<file path="src/rtl/hazard_ctrl_pipe.sv">
// Control-word pipeline (ID/EX, EX/MEM, MEM/WB) with load-use/redirect hazard unit and forwarding.
// Optional feature macro: HAZARD_CTRL_FORWARD_EN (EX operand forwarding; otherwise stall-only).
module hazard_ctrl_pipe #(
    parameter int unsigned CTRL_W = 16,
    parameter int unsigned RA_W   = 5,
    parameter int unsigned CNT_W  = 32
) (
    input  logic              clk,
    input  logic              rstn,
    input  logic              hold,
    input  logic              id_valid,
    input  logic [CTRL_W-1:0] id_ctrl,
    input  logic              id_regwrite,
    input  logic              id_load,
    input  logic [RA_W-1:0]   id_rd,
    input  logic [RA_W-1:0]   id_rs1,
    input  logic [RA_W-1:0]   id_rs2,
    input  logic              id_use_rs1,
    input  logic              id_use_rs2,
    input  logic              ex_redirect,
    output logic              stall,
    output logic              flush,
    output logic              ex_valid,
    output logic              mem_valid,
    output logic              wb_valid,
    output logic [CTRL_W-1:0] ex_ctrl,
    output logic [CTRL_W-1:0] mem_ctrl,
    output logic [CTRL_W-1:0] wb_ctrl,
    output logic [RA_W-1:0]   mem_rd,
    output logic [RA_W-1:0]   wb_rd,
    output logic              wb_regwrite,
    output logic [1:0]        fwd_a,
    output logic [1:0]        fwd_b,
    output logic [CNT_W-1:0]  stall_cnt,
    output logic [CNT_W-1:0]  flush_cnt
);

    logic              ex_v_q, ex_rw_q, ex_ld_q, ex_u1_q, ex_u2_q;
    logic [CTRL_W-1:0] ex_ctrl_q;
    logic [RA_W-1:0]   ex_rd_q, ex_rs1_q, ex_rs2_q;
    logic              mem_v_q, mem_rw_q, mem_ld_q;
    logic [CTRL_W-1:0] mem_ctrl_q;
    logic [RA_W-1:0]   mem_rd_q;
    logic              wb_v_q, wb_rw_q;
    logic [CTRL_W-1:0] wb_ctrl_q;
    logic [RA_W-1:0]   wb_rd_q;
    logic [CNT_W-1:0]  stall_cnt_q, flush_cnt_q;

    logic ex_wr, mem_wr, wb_wr;
    logic id_dep_ex, hazard, bubble;

    // x0 is never a producer
    assign ex_wr  = ex_v_q & ex_rw_q & (ex_rd_q != '0);
    assign mem_wr = mem_v_q & mem_rw_q & (mem_rd_q != '0);
    assign wb_wr  = wb_v_q & wb_rw_q & (wb_rd_q != '0);

    assign id_dep_ex = (id_use_rs1 & (id_rs1 == ex_rd_q)) | (id_use_rs2 & (id_rs2 == ex_rd_q));

`ifdef HAZARD_CTRL_FORWARD_EN
    assign hazard = id_valid & ex_wr & ex_ld_q & id_dep_ex;

    always_comb begin
        fwd_a = 2'b00;
        fwd_b = 2'b00;
        if (ex_v_q) begin
            if (ex_u1_q & mem_wr & ~mem_ld_q & (mem_rd_q == ex_rs1_q)) begin
                fwd_a = 2'b01;
            end else if (wb_wr & (wb_rd_q == ex_rs1_q)) begin
                fwd_a = 2'b10;
            end
            if (ex_u2_q & mem_wr & ~mem_ld_q & (mem_rd_q == ex_rs2_q)) begin
                fwd_b = 2'b01;
            end else if (wb_wr & (wb_rd_q == ex_rs2_q)) begin
                fwd_b = 2'b10;
            end
        end
    end
`else
    logic id_dep_mem;
    logic unused_fwd_state;

    // Without forwarding, any producer in EX or MEM must reach WB before the consumer reads
    assign id_dep_mem = (id_use_rs1 & (id_rs1 == mem_rd_q)) |
                        (id_use_rs2 & (id_rs2 == mem_rd_q));
    assign hazard     = id_valid & ((ex_wr & id_dep_ex) | (mem_wr & id_dep_mem));
    assign fwd_a      = 2'b00;
    assign fwd_b      = 2'b00;
    assign unused_fwd_state = ^{ex_u1_q, ex_u2_q, ex_rs1_q, ex_rs2_q, ex_ld_q, mem_ld_q};
`endif

    assign stall  = hazard & ~ex_redirect & ~hold;
    assign flush  = ex_redirect & ~hold;
    assign bubble = stall | ex_redirect | ~id_valid;

    always_ff @(posedge clk) begin
        if (!rstn) begin
            ex_v_q      <= 1'b0;
            ex_rw_q     <= 1'b0;
            ex_ld_q     <= 1'b0;
            ex_u1_q     <= 1'b0;
            ex_u2_q     <= 1'b0;
            ex_ctrl_q   <= '0;
            ex_rd_q     <= '0;
            ex_rs1_q    <= '0;
            ex_rs2_q    <= '0;
            mem_v_q     <= 1'b0;
            mem_rw_q    <= 1'b0;
            mem_ld_q    <= 1'b0;
            mem_ctrl_q  <= '0;
            mem_rd_q    <= '0;
            wb_v_q      <= 1'b0;
            wb_rw_q     <= 1'b0;
            wb_ctrl_q   <= '0;
            wb_rd_q     <= '0;
            stall_cnt_q <= '0;
            flush_cnt_q <= '0;
        end else if (!hold) begin
            if (bubble) begin
                ex_v_q    <= 1'b0;
                ex_rw_q   <= 1'b0;
                ex_ld_q   <= 1'b0;
                ex_u1_q   <= 1'b0;
                ex_u2_q   <= 1'b0;
                ex_ctrl_q <= '0;
                ex_rd_q   <= '0;
                ex_rs1_q  <= '0;
                ex_rs2_q  <= '0;
            end else begin
                ex_v_q    <= 1'b1;
                ex_rw_q   <= id_regwrite;
                ex_ld_q   <= id_load;
                ex_u1_q   <= id_use_rs1;
                ex_u2_q   <= id_use_rs2;
                ex_ctrl_q <= id_ctrl;
                ex_rd_q   <= id_rd;
                ex_rs1_q  <= id_rs1;
                ex_rs2_q  <= id_rs2;
            end
            mem_v_q    <= ex_v_q;
            mem_rw_q   <= ex_rw_q;
            mem_ld_q   <= ex_ld_q;
            mem_ctrl_q <= ex_ctrl_q;
            mem_rd_q   <= ex_rd_q;
            wb_v_q     <= mem_v_q;
            wb_rw_q    <= mem_rw_q;
            wb_ctrl_q  <= mem_ctrl_q;
            wb_rd_q    <= mem_rd_q;
            if (stall && (stall_cnt_q != '1)) begin
                stall_cnt_q <= stall_cnt_q + CNT_W'(1);
            end
            if (flush && (flush_cnt_q != '1)) begin
                flush_cnt_q <= flush_cnt_q + CNT_W'(1);
            end
        end
    end

    assign ex_valid    = ex_v_q;
    assign mem_valid   = mem_v_q;
    assign wb_valid    = wb_v_q;
    assign ex_ctrl     = ex_ctrl_q;
    assign mem_ctrl    = mem_ctrl_q;
    assign wb_ctrl     = wb_ctrl_q;
    assign mem_rd      = mem_rd_q;
    assign wb_rd       = wb_rd_q;
    assign wb_regwrite = wb_rw_q;
    assign stall_cnt   = stall_cnt_q;
    assign flush_cnt   = flush_cnt_q;

endmodule

</file>
<file path="config.mk">
export PLATFORM = sky130hd
export DESIGN_NAME = hazard_ctrl_pipe
export DESIGN_NICKNAME = d
export VERILOG_FILES = /design/src/rtl/hazard_ctrl_pipe.sv
export SDC_FILE = /design/constraint.sdc
export NUM_CORES = 1
export LEC_CHECK = 0
export ABC_AREA = 1
export CAP_MARGIN = 15
export CORE_AREA = 5 5 111 124
export CTS_CLUSTER_DIAMETER = 150
export DETAILED_ROUTE_END_ITERATION = 7
export DIE_AREA = 0 0 116 129
export GPL_TIMING_DRIVEN = 0
export PLACE_DENSITY = 0.95
export REMOVE_ABC_BUFFERS = 1
export SLEW_MARGIN = 20
export SYNTH_ARGS = -nofsm -noshare
export SYNTH_HDL_FRONTEND = slang
export SYNTH_SLANG_ARGS = --single-unit
</file>
<file path="constraint.sdc">
create_clock -name clk -period 2.99 [get_ports clk]
set_clock_uncertainty 0.2 [all_clocks]
set_input_delay 0.598 -clock clk [delete_from_list [all_inputs] [get_ports clk]]
set_output_delay 0.598 -clock clk [all_outputs]
set_load 0.01 [all_outputs]
</file>
==> out/metrics.cfg <==
[sta]
holdWs_ns=0.2802
rsz0062_at_grt=yes
fin_ws_ns=0.08789
hold_violations=0
finalCritPeriodShare=0.9706
clock.fmax_mhz=344.6
finalMaxSlewViolations=0
period_minus_slack_ns=2.902
finalSetupViolations=0

[die]
die_area_mm2=0.01496
dieHeight_um=129
start_util=0.5165
rows=43
die_x_um=116
ios=172
core_mm2=0.01237

[worst_setup_path]
crit_path_end_kind=output port
crit_arrival_ns=2.10
setup.worst_path.start_class=primary input
worst_ep_required_time_ns=2.19
path_class=primary input to output port
cp_max_fo=4

[clock_tree]
clockRootBuffer=clkbuf_16
cts_buffer_depth=2
cts_inserted_buffers=17
htreeDepth=4
clkTransAtPathRegs_ns=0.06
clk_latency_ns=0.42
clkSinkCount=133
cts_tree=built
cts_hold_buf=0

[synthesis]
syn_area_mm2=0.006391
yosysSeqAreaShare=0.4166
synthCells=942
avgSynthCellArea_um2=6.785
yosysWarnings=0
ys_types=38
ys_seq_elements=133

[global_routing]
grt.total_usage=0.2478
grt_util_met1=0.2919
grt_max_degree=53
met3_usage=0.05691
gr-usage-met2=0.4247
grt_busiest_layer=met2
antenna_found_initial=0
overflow=0
grt_pass1_wl_um=30110
grt_pass1_vias=6492

[routing]
viasPerCell=5.348
dr.pass1.iters=7
wl_per_cell_um=14.72
drt_iter0_markers=607
wl_um=18670
via_count=6786
ant_nets=0
drcViolationCount=0

[place]
port_buffers=166
place_congestion=0.8785
dp_cells=1232
dp_hpwl_um=12840
preCtsSetupSlack_ns=-0.8000

[power_and_ir_drop]
p_leak_nw=3.428
powerDensity_mw_per_mm2=510.7
p_total_mw=4.531
ir_drop_v=0.0003549

[hold_path]
hold_path_class=flip-flop to flip-flop

[cells_and_area]
area_growth_pct=38.80
stdcell_count=1269
insertedDiodeCount=0
drive_gt1_frac=0.07194
nNetsFinal=1141

[run_status]
status=finished clean

[flow_run]
max-cap-violations=0

[sequential cells by signal, indices dropped and copies added, names as in the netlist]
name,count
ex_ctrl,16
ex_rd_q,5
ex_rw_q,1
ex_valid,1
flush_cnt,32
mem_ctrl,16
mem_rd,5
mem_rw_q,1
mem_valid,1
stall_cnt,32
wb_ctrl,16
wb_rd,5
wb_regwrite,1
wb_valid,1
[cells by family (layout without fill, tap and decap cells)]
| group | Yosys count | after routing | share of synthesized area |
|---|---|---|---|
| AO/OA/AOI/OAI | 144 | 144 | 0.1173 |
| buffers and inverters | 127 | 294 | 0.08438 |
| XOR/XNOR | 5 | 5 | 0.006853 |
| flip-flops | 133 | 133 | 0.4166 |
| adder cells (fa/ha/maj) | 2 | 2 | 0.003915 |
| other | 1 | 4 | 0.0005868 |
| AND/OR/NAND/NOR | 530 | 530 | 0.3704 |
[synthesized netlist by cell type]
library cell	number	area, um2
a21oi_1	66	330.3
a31oi_1	1	6.260
and2_1	1	6.260
and3_1	1	6.260
buf_1	4	15.01
buf_2	5	25.02
buf_4	7	52.55
buf_6	4	45.04
clkbuf_1	21	78.83
conb_1	1	3.750
dfxtp_1	133	2663
ha_1	2	25.02
inv_1	76	285.3
inv_2	10	37.54
nand2_1	199	747.0
nand2_2	2	12.51
nand2_4	1	11.26
nand3_1	62	310.3
nand3_2	1	10.01
nand3_4	2	35.03
nand3b_1	1	7.510
nand4_1	28	175.2
nand4_2	1	12.51
nor2_1	180	675.7
nor2_2	5	31.28
nor2_4	1	11.26
nor3_1	23	115.1
nor3_2	2	20.02
nor3_4	3	48.80
nor3b_1	10	75.07
nor4_1	5	31.28
nor4_2	2	25.02
o211a_1	1	10.01
o21ai_0	65	325.3
o21ai_1	2	10.01
o21bai_1	9	67.56
xnor2_1	2	17.52
xor2_1	3	26.28
[layer usage]
metal,share of wire,vias to the layer above
met5,0,-
met4,0.028,0
met3,0.068,53
met2,0.49,275
met1,0.41,3072
li1,-,3386
[power breakdown]
part           total (mW)  internal, mW  switching, mW
clock                2.32          1.53          0.788
combinational       0.363         0.172          0.192
sequential           1.85          1.82         0.0326
[cell type report]
class                   count  area, um2
flip-flops and latches    133       2663
fillers                   940       3503
well taps                 157      196.4
inverters                  86      351.6
repair inverters            1      8.758
clock inverters            11      197.7
clock buffers              21      460.4
multi-input cells         685       3216
repair buffers            175       1778
[through the flow]
| stage | utilization | setup TNS, ns | instance area [um2] |
|---|---|---|---|
| after floorplan | - | 0 | 6186 |
| after global placement | 0.6501 | -290.72 | 8044 |
| after detailed placement | 0.6567 | -3.244 | 8127 |
| after CTS | 0.7118 | 0 | 8808 |
| after global routing | 0.7169 | -0.03850 | 8871 |
| final | 0.7169 | 0 | 8871 |
[repair_timing]
| action | in CTS | in global routing |
|---|---|---|
| cloned | 0 | 1 |
| endpoints found under the setup margin | 2 | 2 |
| gates resized for setup | 12 | 12 |
| buffers inserted | 1 | 3 |
| pin swaps | 1 | 1 |
[path summary, 6_finish.rpt]
kind | startpoint | to | slack, ns | depth (start not counted)
max | id_rs2[2] | stall | 0.09 | 12
min | ex_ctrl[10]$_SDFFE_PN0N_ | ex_ctrl[10]$_SDFFE_PN0N_ | 0.28 | 2
max reg2reg | mem_rd[0]$_SDFFE_PN0N_ | stall_cnt[30]$_SDFFE_PN0P_ | 0.60 | 14
min reg2reg | ex_ctrl[10]$_SDFFE_PN0N_ | ex_ctrl[10]$_SDFFE_PN0N_ | 0.28 | 2
[worst max-delay path, stage by stage]
cell and delay (ns):
clkdlybuf4s50_1 0.50, inv_1 0.07, nand2_1 0.06, nand2_1 0.05
nor2_1 0.11, nand3_1 0.08, nand2_1 0.11, nand2_2 0.07
nand2_4 0.11, clkinv_8 0.06, nor4_2 0.12, buf_2 0.17
[cell usage in the layout (no fill, tap or decap), types with 4 or more instances in the layout]
master	n
buf_4	5
nor3_1	23
bufinv_16	5
o21ai_0	65
clkdlybuf4s50_1	158
nor3b_1	10
nand3_1	62
dlymetal6s2s_1	4
nor4_1	5
nor2_2	8
clkbuf_16	17
inv_1	73
a21oi_1	66
nor2_1	177
o21bai_1	9
nand4_1	28
inv_2	11
dfxtp_1	133
conb_1	4
nand2_1	198
(Power assumes the default switching activity.)
